==> config.mk <==
export PLATFORM = sky130hd
export DESIGN_NAME = micro_sequencer
export DESIGN_NICKNAME = d
export VERILOG_FILES = /design/src/rtl/micro_sequencer.sv
export SDC_FILE = /design/constraint.sdc
export NUM_CORES = 1
export LEC_CHECK = 0
export ABC_AREA = 1
export CAP_MARGIN = 20
export CORE_ASPECT_RATIO = 0.5
export CORE_MARGIN = 4
export CORE_UTILIZATION = 35
export CTS_BUF_LIST = sky130_fd_sc_hd__clkbuf_16
export DETAILED_ROUTE_END_ITERATION = 12
export GPL_TIMING_DRIVEN = 0
export RECOVER_POWER = 100
export SYNTH_ARGS = -nofsm -noshare
export SYNTH_HDL_FRONTEND = slang
export SYNTH_SLANG_ARGS = --single-unit
==> constraint.sdc <==
create_clock -name clk -period 3.3 [get_ports clk]
set_input_delay 0.66 -clock clk [delete_from_list [all_inputs] [get_ports clk]]
set_output_delay 0.66 -clock clk [all_outputs]
set_load 0.02 [all_outputs]
==> src/rtl/micro_sequencer.sv <==
// rtl/micro_sequencer.sv - microprogram sequencer producing the 9-bit micro-address {alt, op, step}
// Optional memory wait watchdog enabled by defining MSEQ_TIMEOUT_EN.
module micro_sequencer #(
   parameter int TIMEOUT = 255
) (
   input  logic        clk,
   input  logic        reset,
   input  logic        en,
   input  logic [4:0]  opcode,
   input  logic        z,
   input  logic        hit,
   output logic [8:0]  addr_ins,
   output logic        halted,
   output logic        illegal,
   output logic [15:0] retired,
   output logic        mem_timeout
);

   localparam logic [4:0] OP_LOAD  = 5'b11100;
   localparam logic [4:0] OP_STORE = 5'b11101;
   localparam logic [4:0] OP_GOTOZ = 5'b10110;
   localparam logic [4:0] OP_HALT  = 5'b11111;

   typedef enum logic [4:0] {
      S_FETCH1, S_FETCH_WAIT, S_FETCH_FIN1, S_FETCH_FIN2,
      S_STEP,
      S_LOAD0, S_LOAD_WAIT, S_LOAD_HIT, S_LOAD2, S_LOAD3,
      S_STORE0, S_STORE1, S_STORE_WAIT, S_STORE3,
      S_GOTOZ, S_GOTOZ_TAKEN, S_GOTOZ_NOT,
      S_HALT, S_INCPC
   } state_t;

   state_t     state, state_nx;
   logic [4:0] op_q, op_nx;
   logic [2:0] step_q, step_nx;
   logic       illegal_raw;
   logic       retire;
   logic       timeout_hit;

   function automatic logic is_straight(input logic [4:0] o);
      case (o)
         5'b11010, 5'b01010, 5'b11001, 5'b01011, 5'b00011,
         5'b00101, 5'b00100, 5'b10100, 5'b10101,
         5'b11011, 5'b10001, 5'b10010, 5'b01101: is_straight = 1'b1;
         default:                                is_straight = 1'b0;
      endcase
   endfunction

   function automatic logic [2:0] last_step(input logic [4:0] o);
      case (o)
         5'b11011:           last_step = 3'b010;
         5'b10001, 5'b10010: last_step = 3'b011;
         5'b01101:           last_step = 3'b000;
         default:            last_step = 3'b001;
      endcase
   endfunction

   function automatic logic [8:0] addr_of(input state_t s, input logic [4:0] o, input logic [2:0] st);
      case (s)
         S_FETCH1:      addr_of = 9'b000000000;
         S_FETCH_WAIT:  addr_of = 9'b000000010;
         S_FETCH_FIN1:  addr_of = 9'b100000010;
         S_FETCH_FIN2:  addr_of = 9'b100000011;
         S_STEP:        addr_of = {1'b0, o, st};
         S_LOAD0:       addr_of = {1'b0, OP_LOAD, 3'b000};
         S_LOAD_WAIT:   addr_of = {1'b0, OP_LOAD, 3'b110};
         S_LOAD_HIT:    addr_of = {1'b1, OP_LOAD, 3'b110};
         S_LOAD2:       addr_of = {1'b0, OP_LOAD, 3'b010};
         S_LOAD3:       addr_of = {1'b0, OP_LOAD, 3'b011};
         S_STORE0:      addr_of = {1'b0, OP_STORE, 3'b000};
         S_STORE1:      addr_of = {1'b0, OP_STORE, 3'b001};
         S_STORE_WAIT:  addr_of = {1'b0, OP_STORE, 3'b010};
         S_STORE3:      addr_of = {1'b0, OP_STORE, 3'b011};
         S_GOTOZ:       addr_of = {1'b0, OP_GOTOZ, 3'b000};
         S_GOTOZ_TAKEN: addr_of = {1'b0, OP_GOTOZ, 3'b001};
         S_GOTOZ_NOT:   addr_of = {1'b1, OP_GOTOZ, 3'b001};
         S_HALT:        addr_of = {1'b0, OP_HALT, 3'b111};
         default:       addr_of = 9'b000000001;
      endcase
   endfunction

`ifdef MSEQ_TIMEOUT_EN
   localparam int WDW = $clog2(TIMEOUT + 1);
   logic [WDW-1:0] wd_q;
   logic           wait_state;

   assign wait_state  = (state == S_FETCH_WAIT) || (state == S_LOAD_WAIT) || (state == S_STORE_WAIT);
   assign timeout_hit = wait_state && !hit && (wd_q == WDW'(TIMEOUT - 1));

   // Counts consecutive hit-less wait cycles; any exit from a wait state clears it.
   always_ff @(posedge clk) begin
      if (reset)
         wd_q <= '0;
      else if (en) begin
         if (wait_state && !hit && !timeout_hit)
            wd_q <= wd_q + 1'b1;
         else
            wd_q <= '0;
      end
   end
`else
   assign timeout_hit = 1'b0;
`endif

   always_comb begin
      state_nx    = state;
      op_nx       = op_q;
      step_nx     = step_q;
      illegal_raw = 1'b0;
      retire      = 1'b0;
      case (state)
         S_FETCH1:      state_nx = S_FETCH_WAIT;
         S_FETCH_WAIT:  if (hit) state_nx = S_FETCH_FIN1;
         S_FETCH_FIN1:  state_nx = S_FETCH_FIN2;
         S_FETCH_FIN2: begin
            op_nx   = opcode;
            step_nx = 3'b000;
            if (is_straight(opcode))
               state_nx = S_STEP;
            else begin
               case (opcode)
                  OP_LOAD:  state_nx = S_LOAD0;
                  OP_STORE: state_nx = S_STORE0;
                  OP_GOTOZ: state_nx = S_GOTOZ;
                  OP_HALT:  state_nx = S_HALT;
                  default: begin
                     state_nx    = S_INCPC;
                     illegal_raw = 1'b1;
                  end
               endcase
            end
         end
         S_STEP: begin
            if (step_q == last_step(op_q))
               state_nx = S_INCPC;
            else
               step_nx = step_q + 3'd1;
         end
         S_LOAD0:       state_nx = S_LOAD_WAIT;
         S_LOAD_WAIT:   if (hit) state_nx = S_LOAD_HIT;
         S_LOAD_HIT:    state_nx = S_LOAD2;
         S_LOAD2:       state_nx = S_LOAD3;
         S_LOAD3:       state_nx = S_INCPC;
         S_STORE0:      state_nx = S_STORE1;
         S_STORE1:      state_nx = S_STORE_WAIT;
         S_STORE_WAIT:  if (hit) state_nx = S_STORE3;
         S_STORE3:      state_nx = S_INCPC;
         S_GOTOZ:       state_nx = z ? S_GOTOZ_TAKEN : S_GOTOZ_NOT;
         // A taken branch has already loaded the PC, so it retires without INCPC.
         S_GOTOZ_TAKEN: begin
            state_nx = S_FETCH1;
            retire   = 1'b1;
         end
         S_GOTOZ_NOT:   state_nx = S_INCPC;
         S_HALT:        state_nx = S_HALT;
         S_INCPC: begin
            state_nx = S_FETCH1;
            retire   = 1'b1;
         end
         default:       state_nx = S_FETCH1;
      endcase
      if (timeout_hit)
         state_nx = S_FETCH1;
   end

   always_ff @(posedge clk) begin
      if (reset) begin
         state    <= S_FETCH1;
         op_q     <= 5'b00000;
         step_q   <= 3'b000;
         addr_ins <= 9'b000000000;
         retired  <= 16'h0000;
      end else if (en) begin
         state    <= state_nx;
         op_q     <= op_nx;
         step_q   <= step_nx;
         addr_ins <= addr_of(state_nx, op_nx, step_nx);
         if (retire)
            retired <= retired + 16'd1;
      end
   end

   assign halted      = (state == S_HALT);
   assign illegal     = en && !reset && illegal_raw;
   assign mem_timeout = en && !reset && timeout_hit;

endmodule

# --- Word level (Yosys, flattened, before mapping) ---
# Memories as Yosys holds them, arrays and structs flattened.
# Index checks and enable logic that the tools add are counted.
classes:
  mux: 19
  n_eq_ne: 44
  addsub: 2
  n_reduce_logical: 10
op_table:
  columns: ["cell", "n"]
  rows:
  - ["case mux 9 bit (18 select lines)", 1]
  - ["== test 5 x 4 -> 1 bit, second input constant", 17]
  - ["case mux 5 bit (15 select lines)", 1]
  - ["== test 5 bit, second input constant", 12]
  - ["== test 5 x 3 -> 1 bit, second input constant", 8]
  - ["two-way mux 5 bit", 7]
  - ["== test 5 x 2 -> 1 bit, second input constant", 4]
  - ["case mux 5 bit (4 select lines)", 1]
  - ["adder 16 x 1 -> 16 bit, second input constant", 1]
  - ["== test 5 x 1 -> 1 bit, second input constant", 2]
  - ["zero test 5 bit", 2]
  - ["two-way mux 3 bit", 2]
  - ["case mux 2 bit (3 select lines)", 1]
  - ["case mux 3 bit (2 select lines)", 1]
  - ["two-way mux 1 bit", 5]
  - ["OR reduction 2 bit", 2]
  - ["OR reduction 4 bit", 1]
  - ["adder 3 x 1 -> 3 bit, second input constant", 1]
  - ["== test 3 bit", 1]
  - ["OR reduction 3 bit", 1]
  - ["logical AND 1 bit", 2]
  - ["AND reduction 2 bit", 1]
  - ["zero test 1 bit", 1]
totals:
  regBits: 38
  rom_bits: 32
  in_bits: 10
  elab_cells: 81
  output_inout_bits: 28
  mem_count: 1
mem_list:
  columns: ["name", "depth", "word_bits", "rd", "rd_ports_with_merged_regs", "wr", "line_no", "text"]
  rows:
  - ["(no name shown)", 32, 1, 1, 0, 0, "41", "case (o)"]

# --- Depth between registers and ports, before layout ---
depth:
  word_depth: 9
  mapped_depth: 20
  ltp_nobuf: 20

# --- Worst setup path after synthesis ---
# Ideal clock, no wire load.
synth_path:
  path_type: "input -> output"
  from: "input port en"
  to: "output port illegal"
  path_slack_ns: 0.505
  arrival_ns: 2.135
  cell_stages: 4
  required_ns: 2.640
  path_buffers: 2
  cell_sequence: "clkbuf_1 clkinv_1 clkbuf_1 nor4_1"
synth_via:
  elab_chain_cells: 2
synth_lines:
  columns: ["element", "line_no", "text"]
  rows:
  - ["start, declared", "8", "input logic en,"]
  - ["logical AND 1 bit", null, null]
  - ["logical AND 1 bit", "184", "assign illegal = en && !reset && illegal_raw;"]
  - ["end, declared", "14", "output logic illegal,"]
# Every way passes these cells.

# --- Worst setup path in the final report ---
layout_path:
  from: "input port opcode[1]"
  to: "output port illegal"
layout_via:
  elab_chain_cells: 6
  word_cells_on_any_way: 11
  classes_between: "eq/ne: 4; mux: 4; reduce/logical: 2; memory: 1"
layout_lines:
  columns: ["element", "line_no", "text"]
  rows:
  - ["start, declared", "9", "input logic [4:0] opcode,"]
  - ["parallel branches: the longest is 3 deep, another holds memory (32 x 1 bit)", null, null]
  - ["two-way mux 1 bit (*)", "118", "if (is_straight(opcode))"]
  - ["two-way mux 1 bit (*)", "111", "case (state)"]
  - ["logical AND 1 bit (*)", "184", null]
# Mark *: on every way between the ends. The select of a mux whose other input is x is not followed.

==> results.toml <==
[logic_synthesis]
synth-async-reset-ratio_pct = 0
yosysSeqAreaShare_pct = 27.6
synth-edff-count = 0
number_of_synthesized_register_bits = 38
syn-num-nets = 451
syn_inst = 435
yosys.area.top_type = "sky130_fd_sc_hd__dfxtp_1"
synth.yosys.warnings = 0
synthDistinctLibCells = 39
avgSynthCellArea_um2 = 6.34
synthTopCellsByArea = "sky130_fd_sc_hd__dfxtp_1 28%, sky130_fd_sc_hd__nand2_1 12%, sky130_fd_sc_hd__inv_1 7.3%"
most_instantiated_library_cell_after_synthesis = "sky130_fd_sc_hd__nand2_1"
yosys_most_used_dff = "sky130_fd_sc_hd__dfxtp_1"
yosysTopAreaCellShare_pct = 27.6
synthesis.area_mm2 = 0.00276
netlist_top_cells_count = "87 x sky130_fd_sc_hd__nand2_1, 54 x sky130_fd_sc_hd__inv_1, 39 x sky130_fd_sc_hd__nor2_1"

[place]
dpl.hpwl_um = 5640
buffer_ports.inserted = 35
gp_routability_congestion = 0.910
place.detailed.instances = 578

[global_route]
first_global_vias = 2512
grt_overflow_total = 0
antenna_violations_before_repair = 0
grt_usage_pct = 15.3
grt_first_pass_wirelength_um = 12000
grt_max_degree = 19

[sta]
fin_worst_skew_ns = 0.00352
drv_slew = 0
clock.fmax_mhz = 324
finalSetupViolations = 0
final.hold.worst_slack_ns = 0.464
min_period_ns = 3.09
worst_slew_margin_rel_pct = 57.6
final-hold-violation-count = 0
share_of_the_clock_period_used_by_the_worst_path_after_layout_pct = 93.6
unrepaired_setup_endpoints_after_global_routing = "no"
tightestPinTransition_ns = 0.635
fin_tns_setup_ns = 0

[floorplan]
initial_core_util_pct = 36.8
floorplan.die_area_mm2 = 0.00945
die_h_um = 70.8
design.portCount = 38
die_w_um = 134
placementRows = 22
core-area_mm2 = 0.00749

[clock_tree]
clock-root-buffer = "sky130_fd_sc_hd__clkbuf_16"
cts.repair.resized = 3
cts_tree = "done"
clkLatencyLatePin_ns = 0.28
clock_tree.buffer_depth = 2
cts_max_level = 2
path_clk_slew_ns = 0.06
cts_hold_repair.buffers = 0
setup_repair_bufs_after_cts = 0
cts_sinks = 38
cts_buffers = 5

[worst_hold_path]
hold_path_class = "flop to flop"
worst_hold_path.num_cells = 2

[outcome]
outcome = "complete, no violations"

[critical_path]
worstSetupPathDepth = 11
rr_worst_depth = 12
critPathMaxFanout = 5
setup.worst_path.end_class = "output pin"
critPathRequiredTime_ns = 2.64
cp-start-kind = "input pin"
timing.critical_path.cells = "clkdlybuf4s50_1, inv_1, ha_1, inv_1, nand2_1, nand3_1, nand3_1, nand2_2, nand2_1, nor4_1, buf_2"
arrival_time_worst_endpoint_ns = 2.43
slowest_stage = "sky130_fd_sc_hd__clkdlybuf4s50_1"
cp.buffers_inverters = 4
max_stage_delay_ns = 0.53
path_class = "input pin to output pin"
cp_top_family = "buffers and inverters"

[final_layout]
num_antenna_cells = 0
layout-area-overhead-vs-synth_pct = 21.3
instances_no_fill = 584
final_core_util_pct = 44.7
seq_area_um2 = 761
layout-drive-gt1-share_pct = 12.2
final_net_count = 492
multi_input_area_mm2 = 0.00162
filler_cell_count = 803

[drt]
post-route-drc-count = 0
detailedRoute.firstPassIterationCount = 5
vias_per_cell = 4.68
drt-initial-drc-count = 213
wl_um = 7080
avgRoutedWirePerCell_um = 12.1
final_antenna_net_count = 0
route.vias.total = 2731

[power]
power_per_cell_area_mw_per_mm2 = 408
irDropWorstVdd_uv = 180
finalPower_w = 0.00137
power_leakage_nw = 1.57

[flow_run]
drv.max_cap_violation_count = 0
==> metrics by stage <==
stage	setup slack [ns]	instance area (µm²)
finish	0.211	3350
global route	0.0231	3350
CTS	0.0112	3400
detailed placement	-0.619	3240
global placement	-0.599	3240
floorplan	0.505	2760
==> cell type report <==
cell class,count,share of cell area [%]
tap,108,4.04
buffer,10,1.31
sequential,38,22.7
multi-input combinational,311,48.4
timing repair buffer,35,10.3
inverter,75,8.45
clock inverter,2,1.01
clock buffer,5,3.74
==> cell usage in the layout, fill, tap and decap left out, types with 5 or more instances in the layout <==
master | synthesis | routed
sky130_fd_sc_hd__nor3_1 | 6 | 7
sky130_fd_sc_hd__ha_1 | 6 | 6
sky130_fd_sc_hd__a21oi_1 | 32 | 36
sky130_fd_sc_hd__clkbuf_16 | 0 | 5
sky130_fd_sc_hd__o21ai_0 | 27 | 28
sky130_fd_sc_hd__nand2_2 | 10 | 8
sky130_fd_sc_hd__dlygate4sd3_1 | 0 | 26
sky130_fd_sc_hd__inv_2 | 18 | 16
sky130_fd_sc_hd__nand3_1 | 38 | 38
sky130_fd_sc_hd__inv_1 | 54 | 56
sky130_fd_sc_hd__clkdlybuf4s50_1 | 0 | 8
sky130_fd_sc_hd__nor2_1 | 39 | 42
sky130_fd_sc_hd__nand2_1 | 87 | 89
sky130_fd_sc_hd__o211ai_1 | 5 | 5
sky130_fd_sc_hd__nand4_1 | 6 | 6
sky130_fd_sc_hd__clkbuf_1 | 8 | 7
sky130_fd_sc_hd__nor2_2 | 10 | 9
sky130_fd_sc_hd__dfxtp_1 | 38 | 38
sky130_fd_sc_hd__o21ai_1 | 8 | 7
==> worst paths after layout <==
kind / from / endpoint / slack (ns)
setup / recovery: opcode[1] / illegal / 0.21
hold / removal: addr_ins[2] / addr_ins[2] / 0.46
setup reg to reg: state[1] / retired[15] / 0.35
hold reg to reg: addr_ins[2] / addr_ins[2] / 0.46
==> routing by layer <==
metal	routed length [µm]	vias to the layer above	global-route usage [%]	share of wire, %
li1	-	1484	-	-
met1	3650	1195	22.2	52
met2	2960	48	23.4	42
met3	415	4	3.41	5.9
met4	56	0	3.08	0.79
met5	0	-	0	0
==> sequential cells by signal, indices dropped and copies added, names as in the netlist <==
signal,flops
addr_ins,9
op_q,5
retired,16
state,5
step_q,3
==> tightest hold or removal path, delay by kind of cell (launching register included) <==
| family | cells | cell delay (ns) |
|---|---|---|
| compound gates | 1 | 0.06 |
| flops | 1 | 0.30 |
| simple gates | 1 | 0.06 |
==> cells by family after synthesis <==
family / synth area share, %
flip-flops: 27.6
adder cells (fa/ha/maj): 2.72
AND/OR/NAND/NOR: 39.3
buffers and inverters: 11.9
XOR/XNOR: 0.953
AO/OA/AOI/OAI: 17.4
other: 0.136
==> power by group <==
group          leakage [nW]  switching (W)  total (W)  internal [W]
Combinational          1.19       0.000217   0.000329      0.000112
Clock                0.0773       0.000186   0.000535      0.000350
Sequential            0.310      0.0000201   0.000502      0.000482
Total                  1.57       0.000423    0.00137      0.000944
Power figures use the tool's default switching activity.
==> RTL change 1, RTL diff (same settings) <==
Build with the macro `MSEQ_TIMEOUT_EN` defined.
--- a/src/rtl/micro_sequencer.sv
+++ b/src/rtl/micro_sequencer.sv
@@ -1,5 +1,7 @@
 // rtl/micro_sequencer.sv - microprogram sequencer producing the 9-bit micro-address {alt, op, step}
 // Optional memory wait watchdog enabled by defining MSEQ_TIMEOUT_EN.
+`define MSEQ_TIMEOUT_EN
+
 module micro_sequencer #(
    parameter int TIMEOUT = 255
 ) (
Formal check against the unedited RTL: same outputs for any inputs over 10 cycles, from zero or initial values and one cycle with reset high; that may be too few to reach the edited logic, so the function may still have changed.
==> RTL change 1 against the original RTL <==
- clock skew barely moved
- power rose by 4.2%
- setup slack got worse by 0.055 ns
- area after synthesis rose by 14%
- wire length rose by 12%
- sequential cell count rose by 8
- cell count rose by 10%
- design area rose by 11%
- clock power fell by 8.0%
- first-iteration DRC count fell by 17%
- die area rose by 13%
- critical endpoint is now mem_timeout
==> RTL change 1: results (changes against the original RTL) <==
* Post-synthesis instance total at 483 (+11%)
* Highest cell delay on the worst timing path at 0.62 ns (+0.09 ns)
* Highest Clock Rate at 0.3181 GHz (-1.7%)
* Vias in the first global route at 2,794 (+11%)
* Estimated wirelength of the detail-placed design at 6176 um (+9.6%)
* Net load switching power at 455.2 uW (+7.7%)
* Synthesized-area fraction occupied by ao, oa, aoi and oai cells at 14.63% (-2.7 points)
* Sw Ratio at 31.97% (+1.0 points)
* Clk network pwr share at 34.5% (-4.7 points)
* Reg2Reg Depth at 11 (-1)
* Global-route wire length before repair at 13,320 um (+11%)
* Layout Skew at 0.003348 ns (-0.0001743 ns)
* Worst Min Path Start: addr_ins[6]$_SDFFE_PP0P_
* # resized after CTS at 1 (-2)
* Average detailed-routed wire length per instance at 12.24 um (+0.98%)
* Portion of the post-synthesis area used by sequential elements at 29.26% (+1.7 points)
* Overall via count from detail_route at 3,121 (+14%)
* Proportion of layout cells with a drive suffix above 1 at 8.144% (-4.0 points)
* Flop+latch power at 600 uW (+20%)
* Average vias per placed instance at 4.839 (+3.5%)
* Fillers at 938 (+17%)
* Port-buffer cells at 37 (+5.7%)
* Worst supply voltage drop on vdd at 0.1739 mV (-3.3%)
* Worst min path class: reg2reg
* Crit Path Max Fanout at 10 (+5)
* Post-detailed-placement cell area at 0.003664 mm^2 (+13%)
* Final nets at 545 (+11%)
* Pin count of the biggest net entering global routing at 15 (-4)
* Slew at the pin closest to its max-slew limit at 0.7122 ns (+0.07693 ns)
* Hold-critical path endpoint: addr_ins[6]$_SDFFE_PP0P_
* Dominant cells by area after synthesis: dfxtp_1 29%, nand2_1 12%, inv_1 7.4%
* Status: finished, final reports clean
* Leak at 0.001737 uW (+10%)
* Place WS at -0.2484 ns (+0.3703 ns)
* R2r startpoint: state[3]$_SDFFE_PP0P_
* Worst Hold Slack at 0.4636 ns (-0.0003960 ns)
* Arithmetic-cell share of the synthesized area counting full adders, half adders and majority gates at 3.181% (+0.46 points)
* Routability-driven placement congestion ratio at 0.9004 (-1.1%)
* Post-Syn Nets at 501 (+11%)
* Crit path arrival time at 2.48 ns (+0.05 ns)
* Drt initial violations at 177 (-17%)
* Placed cell count at 637 (+10%)
## RTL change 1: cell types whose count changed in the layout (fill, tap and decap cells not counted), moves of 6 or more
cell,change
dfxtp_1,+8
nor2_2,-6
nand3_1,+10
nand2_2,-6
nor2_1,+19
nand4_1,+7
nand2_1,+17
inv_2,-6
inv_1,+7
## RTL change 1: area by class of cell
cell class	instances	area, um^2	area share, %
Buffer	12	51.30	1.382
Sequential cell	46	920.9	24.81
Clock buffer	5	125.1	3.370
Clock inverter	3	17.52	0.4719
Inverter	74	285.3	7.685
Timing Repair Buffer	37	365.4	9.842
Tap cell	117	146.4	3.943
Multi-Input combinational cell	351	1800	48.50
## RTL change 1: metal layers
metal | wire length, um | share of wire (%) | GRT usage [%] | vias up
li1 | - | - | - | 1654
met5 | 0 | 0 | 0 | -
met2 | 3191 | 40 | 23.60 | 81
met1 | 4168 | 53 | 22.53 | 1375
met3 | 433 | 5.5 | 3.109 | 11
met4 | 102 | 1.3 | 4.787 | 0
## RTL change 1: worst max path at each step
stage                         start                        to  slack, ns  cells past startpoint
after floorplan           opcode[1]                   illegal       0.93                      9
after global placement    opcode[1]                   illegal      -0.26                      9
after detailed placement  opcode[1]                   illegal      -0.25                     11
after CTS                 opcode[1]                   illegal       0.03                      9
after global routing      opcode[1]  addr_ins[7]$_SDFFE_PP0P_       0.02                     19
final                            en               mem_timeout       0.16                      5
## RTL change 1: logic make-up (layout without fill, tap and decap cells)
logic type / count (synthesis) / in the layout
AO/OA/AOI/OAI: 80 / 80
XOR/XNOR: 4 / 4
adder cells (fa/ha/maj): 8 / 8
buffers and inverters: 86 / 131
flip-flops: 46 / 46
AND/OR/NAND/NOR: 259 / 259
==> RTL change 2, RTL diff (same flow settings) <==
Without the edit above. Register the outputs `halted`, `illegal` and `mem_timeout`, with the module's reset; this adds one clock of latency there. The other outputs are not delayed to match.
--- a/src/rtl/micro_sequencer.sv
+++ b/src/rtl/micro_sequencer.sv
@@ -180,9 +180,17 @@
       end
    end
 
-   assign halted      = (state == S_HALT);
-   assign illegal     = en && !reset && illegal_raw;
-   assign mem_timeout = en && !reset && timeout_hit;
+   always_ff @(posedge clk) begin
+      if (reset) begin
+         halted      <= '0;
+         illegal     <= '0;
+         mem_timeout <= '0;
+      end else begin
+         halted      <= (state == S_HALT);
+         illegal     <= en && !reset && illegal_raw;
+         mem_timeout <= en && !reset && timeout_hit;
+      end
+   end
 
 endmodule
 
Function: changed (a bounded check fails within 4 cycles, from zero or initial values and one cycle with reset high).
==> RTL change 2 against the original RTL <==
- wire length shrank 0.30%
- setup slack gained 0.14 ns
- critical path depth grew 9
- non-clock buffer count is the same
- power shrank 1.8%
- clock power shrank 9.3%
- design area shrank 1.3%
- area after synthesis shrank 0.77%
- sequential share of layout area grew 1.5 points
- sequential cell count grew 2
- largest cell class unchanged
==> RTL change 2: results (changes against the original RTL) <==
* Status: finished, final reports clean
* Top layer used by detailed routing: met4
* Proportion of layout cells with a drive suffix above 1 at 8.108% (-4.1 points)
* # resized after CTS at 0 (-3)
* Post-Syn Nets at 455 (+0.89%)
* Layout Skew at 0.004542 ns (+0.001020 ns)
* Place WS at 0.1597 ns (+0.7784 ns)
* Placed cell count at 581 (+0.52%)
* Dominant cells by area after synthesis: dfxtp_1 29%, nand2_1 12%, inv_1 9.0%
* Final instance count without filler cells at 589 (+0.86%)
* Average vias per placed instance at 4.739 (+1.3%)
* Routing usage on met3 at 2.983% (-0.43 points)
* Slew at the pin closest to its max-slew limit at 0.7445 ns (+0.1092 ns)
* Biggest registers after layout: retired: 16 flops, addr_ins: 9 flops
* Clock root buffer: clkbuf_16
* Crit Path Max Fanout at 6 (+1)
* TritonRoute pass-1 iters at 5 (unchanged)
* Leak at 0.001575 uW (+0.19%)
* Met1 layer wirelength in the final routing at 3691 um (+1.1%)
* Worst supply voltage drop on vdd at 0.1844 mV (+2.5%)
* Vias in the first global route at 2,459 (-2.1%)
* Overall fraction of global-route tracks in use at 15.12% (-0.18 points)
* Met1 track demand over resource in global routing at 22.34% (+0.12 points)
* Final nets at 496 (+0.81%)
* Startpoint of the most critical setup path: opcode[1]
* Portion of the post-synthesis area used by sequential elements at 29.25% (+1.7 points)
* Routability-driven placement congestion ratio at 0.9829 (+8.0%)
* Post-synthesis instance total at 439 (+0.92%)
* Net load switching power at 445.1 uW (+5.3%)
* Average detailed-routed wire length per instance at 11.98 um (-1.1%)
* Drt initial violations at 249 (+17%)
* Port-buffer cells at 34 (-2.9%)
* Worst-case clock buffer depth at 2 (unchanged)
* Global-route wire length before repair at 11,700 um (-2.1%)
* Detailed route wirelength on metal2 at 2843 um (-3.8%)
* R2r startpoint: state[4]$_SDFFE_PP0P_
* Insertion delay to the later sink of the worst-skew pair at between 0.2 and 0.3 ns
* Clock slew at reported path FFs at 0.06 ns (about the same)
* Worst Min Path Start: addr_ins[4]$_SDFFE_PP0P_
* GRT met2 Usage at 22.64% (-0.73 points)
* Estimated wirelength of the detail-placed design at 5461 um (-3.1%)
* Crit path arrival time at 3.14 ns (+0.71 ns)
* Number of antenna violations at the first check in global routing at 0 (unchanged)
* Pin count of the biggest net entering global routing at 14 (-5)
* Post-route core utilization at 44.26% (-0.42 points)
* Leading cell types by count after synthesis: 88 x nand2_1, 66 x inv_1, 45 x nor2_1
* Total met3 wirelength after detailed routing at 441 um (+6.3%)
* Count of cell types in the netlist at 38 (-2.6%)
* Post-detailed-placement cell area at 0.003213 mm^2 (-0.96%)
* Fillers at 805 (+0.25%)
[RTL change 2: cells by family after synthesis]
family	Yosys count	synth area share, %
AO/OA/AOI/OAI	82	16.27
adder cells (fa/ha/maj)	6	2.742
buffers and inverters	88	12.25
other	1	0.1370
XOR/XNOR	2	0.6400
flip-flops	40	29.25
AND/OR/NAND/NOR	220	38.71
[RTL change 2: final timing paths]
| path | end | slack (ns) | depth (start not counted) |
|---|---|---|---|
| min reg2reg | addr_ins[4]$_SDFFE_PP0P_ | 0.46 | 2 |
| max reg2reg | retired[15]$_SDFFE_PP0P_ | 0.70 | 11 |
| max | addr_ins[0]$_SDFFE_PP0P_ | 0.35 | 20 |
| min | addr_ins[4]$_SDFFE_PP0P_ | 0.46 | 2 |
[RTL change 2: power groups by stage]
stage	sequential, uW	clock (uW)	combinational, uW
after CTS	529	498	336
after global placement	540	0	334
final	528	485	328
after detailed placement	540	0	334
after global routing	532	522	371
after floorplan	550	0	229
[RTL change 2: layout make-up]
| class | instances | share of cell area [%] |
|---|---|---|
| multi-input combinational | 311 | 46.84 |
| timing repair buffer | 34 | 10.31 |
| inverter | 77 | 8.753 |
| clock inverter | 3 | 0.5684 |
| sequential | 40 | 24.25 |
| clock buffer | 5 | 3.789 |
| tap | 108 | 4.092 |
| buffer | 11 | 1.402 |
[RTL change 2: critical path, stage by stage]
cell and delay (ns):
clkdlybuf4s50_1 0.53, inv_1 0.12, ha_1 0.28, inv_1 0.03, nand2_1 0.06, nand3_1 0.07
nand2_1 0.07, nand2_1 0.09, nand3_1 0.12, nor2_1 0.05, nor2_1 0.08, nand2_1 0.17
inv_1 0.19, nand3_1 0.12, nor2_1 0.14, nor2_1 0.06, nand3_1 0.09, nand3_1 0.09
nand2_1 0.08, inv_1 0.03
